`src/rtl/sub32_iter.sv`:
```
// sub32_iter: multi-cycle unsigned subtractor with borrow.
// Computes {bout_r, diff_r} = a - b - bin one CHUNK-bit slice per enabled cycle,
// LSB slice first, rippling the borrow between slices.
//
// Ports:
//   clk     in   clock, rising edge
//   rst     in   asynchronous active-low reset
//   enable  in   global advance; low holds all state
//   start   in   request a new operation (sampled in IDLE only)
//   a, b    in   minuend / subtrahend (sampled on the accepting edge)
//   bin     in   borrow in (sampled on the accepting edge)
//   busy    out  high in RUN and DONE
//   done    out  high for one enabled cycle when the result is valid
//   diff_r  out  registered difference
//   bout_r  out  registered borrow out (1 iff a < b + bin)
module sub32_iter #(
    parameter int unsigned WIDTH = 32,
    parameter int unsigned CHUNK = 8
) (
    input  logic             clk,
    input  logic             rst,
    input  logic             enable,
    input  logic             start,
    input  logic [WIDTH-1:0] a,
    input  logic [WIDTH-1:0] b,
    input  logic             bin,
    output logic             busy,
    output logic             done,
    output logic [WIDTH-1:0] diff_r,
    output logic             bout_r
);

    localparam int unsigned NSLICE = WIDTH / CHUNK;
    localparam int unsigned CW     = (NSLICE > 1) ? $clog2(NSLICE) : 1;

    typedef enum logic [1:0] {
        StIdle,
        StRun,
        StDone
    } state_e;

    state_e           r_state;
    state_e           w_state_next;
    logic [CW-1:0]    r_cnt;
    logic             r_borrow;
    logic [WIDTH-1:0] r_a;
    logic [WIDTH-1:0] r_b;
    logic [WIDTH-1:0] r_diff;
    logic             r_bout;

    logic [31:0]      w_lsb;
    logic [CHUNK-1:0] w_a_slice;
    logic [CHUNK-1:0] w_b_slice;
    logic [CHUNK:0]   w_sub;
    logic             w_last;

    // Current slice: CHUNK+1-bit subtraction, MSB of the result is the slice borrow.
    assign w_lsb     = 32'(r_cnt) * CHUNK;
    assign w_a_slice = r_a[w_lsb +: CHUNK];
    assign w_b_slice = r_b[w_lsb +: CHUNK];
    assign w_sub     = {1'b0, w_a_slice} - {1'b0, w_b_slice} - {{CHUNK{1'b0}}, r_borrow};
    assign w_last    = (r_cnt == CW'(NSLICE - 1));

    // State register
    always_ff @(posedge clk or negedge rst) begin
        if (!rst) begin
            r_state <= StIdle;
        end else begin
            r_state <= w_state_next;
        end
    end

    // Next-state logic
    always_comb begin
        w_state_next = r_state;
        if (enable) begin
            case (r_state)
                StIdle:  if (start) w_state_next = StRun;
                StRun:   if (w_last) w_state_next = StDone;
                StDone:  w_state_next = StIdle;
                default: w_state_next = StIdle;
            endcase
        end
    end

    // Datapath registers
    always_ff @(posedge clk or negedge rst) begin
        if (!rst) begin
            r_cnt    <= '0;
            r_borrow <= 1'b0;
            r_a      <= '0;
            r_b      <= '0;
            r_diff   <= '0;
            r_bout   <= 1'b0;
        end else if (enable) begin
            case (r_state)
                StIdle: begin
                    // Previous result stays visible until the first slice overwrites it.
                    if (start) begin
                        r_a      <= a;
                        r_b      <= b;
                        r_borrow <= bin;
                        r_cnt    <= '0;
                    end
                end
                StRun: begin
                    r_diff[w_lsb +: CHUNK] <= w_sub[CHUNK-1:0];
                    r_borrow               <= w_sub[CHUNK];
                    r_cnt                  <= r_cnt + CW'(1);
                    if (w_last) begin
                        r_bout <= w_sub[CHUNK];
                    end
                end
                default: begin
                end
            endcase
        end
    end

    assign busy   = (r_state != StIdle);
    assign done   = (r_state == StDone);
    assign diff_r = r_diff;
    assign bout_r = r_bout;

endmodule

```
`config.mk`:
```
export PLATFORM = sky130hd
export DESIGN_NAME = sub32_iter
export DESIGN_NICKNAME = d
export VERILOG_FILES = /design/src/rtl/sub32_iter.sv
export SDC_FILE = /design/constraint.sdc
export NUM_CORES = 1
export LEC_CHECK = 0
export BUFFER_PORTS_ARGS = -buffer_cell sky130_fd_sc_hd__buf_4
export CAP_MARGIN = 0
export CORE_AREA = 2 2 116 85
export DETAILED_ROUTE_END_ITERATION = 7
export DIE_AREA = 0 0 118 87
export HOLD_SLACK_MARGIN = 0.08
export PLACE_DENSITY = 0.88
export SYNTH_ARGS = -nofsm -noshare
export SYNTH_HDL_FRONTEND = slang
export SYNTH_SLANG_ARGS = --single-unit
export TNS_END_PERCENT = 30
```
`constraint.sdc`:
```
create_clock -name clk -period 4.91 [get_ports clk]
set_clock_uncertainty 0.05 [all_clocks]
set_input_delay 0.982 -clock clk [delete_from_list [all_inputs] [get_ports clk]]
set_output_delay 0.982 -clock clk [all_outputs]
set_load 0.01 [all_outputs]
```
==> Yosys cells after proc, flatten, opt, wreduce, memory -nomap -nowiden <==
Cells that the tools add are included.
{ "word_totals": {"in_bits": 69, "regBits": 102, "out_inout_bits": 35, "wordCells": 36} }
{ "classes": {"n_eq_ne": 5, "reduce_logical": 8, "n_mux": 8, "shift": 4, "addsub": 4} }
{ "ops": {"columns": ["cell", "n"], "rows": [
  ["indexed part select 32 x 6 -> 8 bit", 2],
  ["negator 5 -> 34 bit", 1],
  ["variable shift 8 x 34 -> 32 bit (first input constant)", 1],
  ["indexed part select 8 x 34 -> 32 bit", 1],
  ["bitwise mux 32 bit", 1],
  ["AND reduction 3 bit", 4],
  ["subtractor 8 x 8 -> 9 bit", 1],
  ["subtractor 9 x 1 -> 9 bit", 1],
  ["case mux 2 bit (2 select lines)", 2],
  ["two-way mux 2 bit", 3],
  ["== test 2 bit (second input constant)", 2],
  ["!= test 2 bit (second input constant)", 2],
  ["nonzero test 2 bit", 2],
  ["adder 2 x 1 -> 2 bit (second input constant)", 1],
  ["== test 2 x 1 -> 1 bit (second input constant)", 1],
  ["logical NOT 2 bit", 1],
  ["case mux 1 bit (2 select lines)", 1],
  ["AND reduction 2 bit", 1],
  ["two-way mux 1 bit", 1]
]} }

==> Longest topological paths before layout <==
{ "logic_depth": {"depth_word": 5, "ltp_mapped": 11} }

==> Worst setup path before layout <==
Ideal clock, no wire load.
{ "synth_path": {"kind": "register to register", "startpoint": "register r_cnt[0]", "endpoint": "register r_diff[14] (netlist: diff_r[14])", "setup_ps": 132, "required_time_ps": 4728, "setup_slack_ps": 1271, "path_buffers": 2, "stages_incl_launch_ff": 11, "period_less_slack_ps": 3639, "t_arrival_ps": 3457, "path_cell_list": "dfrtp_1 buf_2 buf_2 mux4_2 fa_1 fa_1 nand2b_1 a2111oi_0 nor2_1 xnor2_1 o21ai_0"} }
{ "synth_via": {"elab_chain_len": 5, "word_cells_on_any_way": 8, "cone_classes": "add/sub: 3; shift: 4; mux: 1"} }
{ "synth_rtl": {"columns": ["element", "line_no", "rtl"], "rows": [
  ["start, declared", "44", "logic [CW-1:0] r_cnt;"],
  ["start signal, assigned", "109", "r_cnt <= r_cnt + CW'(1);"],
  ["indexed part select 32 x 6 -> 8 bit (on tied branches)", "59, 60", null],
  ["subtractor 8 x 8 -> 9 bit", "61", "assign w_sub = {1'b0, w_a_slice} - {1'b0, w_b_slice} - {{CHUNK{1'b0}}, r_borrow};"],
  ["subtractor 9 x 1 -> 9 bit", "61", null],
  ["indexed part select 8 x 34 -> 32 bit", "107", "r_diff[w_lsb +: CHUNK] <= w_sub[CHUNK-1:0];"],
  ["bitwise mux 32 bit (*)", "107", null],
  ["end signal, assigned by index", "107", null],
  ["end, declared", "48", "logic [WIDTH-1:0] r_diff;"]
]} }
Mark *: on every way between the ends. The rest lies on a longest branch, timed or not.
A chain may end at the register's enable or synchronous reset.

==> Worst setup path after layout <==
{ "layout_path": {"startpoint": "register r_cnt[0]", "endpoint": "register r_diff[30] (netlist: diff_r[30])"} }
The elaborated chain is that of the path after synthesis.

==> out/metrics.yaml <==
timing:
  rsz0062_at_grt: "false"
  hold_violations: 0
  maxSlewHeadroom_pct: 34.0
  period_share_pct: 75.3
  clock.fmax_mhz: 270
  min_period_ps: 3700
  worst_pin_slew_ps: 990
  tns_ps: 0
  drv_slew: 0
  setup_viol: 0
floorplanning:
  chipHeight_um: 87
  ioPinCount: 104
  rows: 30
  fp.dieArea_mm2: 0.0103
  core_area_mm2: 0.00927
  start_util_pct: 52.0
  chipWidth_um: 118
worst_hold_path:
  min_path_type: "reg2reg"
finish:
  finalNetCount: 557
  final_common_cell: "buf_4"
  diodes: 0
  area_growth_pct: 24.6
  multi_input_area_mm2: 0.00210
  fillers: 707
  drive_above_1_share_pct: 43.1
  seqCellArea_mm2: 0.00255
  layout_common_cells: "107 x buf_4, 102 x dfrtp_1, 64 x mux2_2"
global_routing:
  grt_pass1_wl_um: 18000
  grt_use_total_pct: 22.9
  antenna_found_initial: 0
  grt-ovfl-total: 0
  grt_pass1_vias: 3564
  grt_max_degree: 61
yosys:
  syn_area_per_cell_um2: 13.2
  ys_seq_area_share_pct: 52.9
  ys_seq_elements: 102
  synth.distinct_cells: 42
  synth_edf_count: 0
  synthArstFlopShare_pct: 100
  syn_area_mm2: 0.00482
  syn_inst: 364
  ys_warn_count: 0
  syn_nets: 453
  synth-main-ff-cell: "dfrtp_1"
place:
  place.gp.congestion: 0.895
  portBuffers: 103
  dp_hpwl_um: 7900
routing:
  drtPass1Iterations: 4
  drt_iter0_markers: 185
  viasPerCell: 5.49
  detail-route-antenna-nets: 0
  drt_wl_total_um: 10800
  wl_per_cell_um: 18.0
  drc: 0
  vias: 3298
clocking:
  clk_pin_slew_ps: 70
  cts_resized: 0
  post_cts_buffers: 0
  cts.htree.levels: 3
  cts_sinks: 102
  cts_tree: "yes"
  hold_buffers: 0
  root_buffer: "clkbuf_16"
  cts_made_buffers: 9
  cts_buffer_depth: 2
  clk_latency_ps: 340
worst_setup_path:
  start_kind: "flop"
  cp.arrival_ps: 3850
  timing.critical_path.required_ps: 5070
  slowest_stage: "dfrtp_1"
  crit_type: "reg2reg"
  crit_path_max_fanout: 8
  cp_cell_sequence: "mux4_2 > fa_1 > fa_1 > nand2b_1 > a2111oi_0 > nor2_1 > xnor2_1 > o21ai_0"
  critPathCaptureType: "flop"
  max_stage_delay_ps: 660
  cp_common_cell: "fa_1"
outcome:
  status: "finished, final reports clean"
flow_run:
  drv_cap: 0
## state kept, by name, indices dropped and copies added, names as in the netlist
signal	cells
r_cnt	2
diff_r	32
r_state	2
r_borrow	1
r_a	32
bout_r	1
r_b	32
## metal layers
metal | global-route usage (%) | up-vias | part of all wire, %
li1 | - | 1506 | -
met1 | 28.9 | 1647 | 42
met2 | 37.8 | 128 | 48
met3 | 8.57 | 17 | 8.2
met4 | 5.81 | 0 | 1.5
met5 | 0 | - | 0
## worst max-delay path: cells and delay by family (launching register included)
family	cells	cell delay (ps)
compound gates	2	770
simple gates	2	320
flops	1	660
fa+ha+maj	2	870
xor+xnor	1	300
mux	1	590
## cell usage after synthesis (all sizes together), types with 3 or more instances
master | number | area [µm²]
nand2 | 34 | 143
mux2i | 3 | 30.0
dfrtp | 102 | 2550
or3 | 3 | 18.8
xnor2 | 5 | 43.8
mux4 | 15 | 353
o31ai | 4 | 30.0
a21oi | 4 | 20.0
buf | 13 | 73.8
mux2 | 64 | 721
o21ai | 20 | 100
nor3 | 3 | 25.0
a22o | 17 | 149
ha | 18 | 225
inv | 24 | 90.1
nor2 | 10 | 37.5
## area by class of cell
cell class	count	share of cell area (%)
clock buffers	10	3.81
clock inverters	6	1.19
inverters	25	1.56
multi-input cells	223	34.9
flip-flops and latches	102	42.5
well taps	128	2.67
repair buffers	107	13.4
## stage by stage
step | setup slack, ps | utilization [%] | instance area, µm² | std cells | hold slack, ps
6_report | 1210 | 64.8 | 6010 | 601 | 415
4_1_cts | 1210 | 64.8 | 6010 | 601 | 416
3_5_place_dp | 1240 | 61.6 | 5710 | 585 | 410
5_1_grt | 992 | 64.8 | 6010 | 601 | 451
2_1_floorplan | 1270 | - | 4820 | 364 | 387
3_3_place_gp | 1370 | 61.6 | 5710 | 585 | 399
## cells by family after synthesis
group / Yosys count / synth area share, %
compound gates: 53 / 7.63
xor+xnor: 7 / 1.27
fa+ha+maj: 20 / 5.50
buf+inv: 39 / 3.55
flops: 102 / 52.9
mux: 82 / 22.9
simple gates: 61 / 6.23
## worst paths after layout
| kind | start | end | slack, ps | cells past startpoint |
|---|---|---|---|---|
| max | r_cnt[0] | diff_r[30] | 1210 | 8 |
| min | r_state[1] | r_state[0] | 410 | 1 |
| max reg2reg | r_cnt[0] | diff_r[30] | 1210 | 8 |
| min reg2reg | r_state[1] | r_state[0] | 410 | 1 |
| max in group asynchronous | rst | r_b[5] | 3120 | 2 |
| min in group asynchronous | rst | r_b[14] | 650 | 1 |
Power is not shown: default switching activity piles up to over one toggle a cycle in this logic, so the estimate is an artifact.
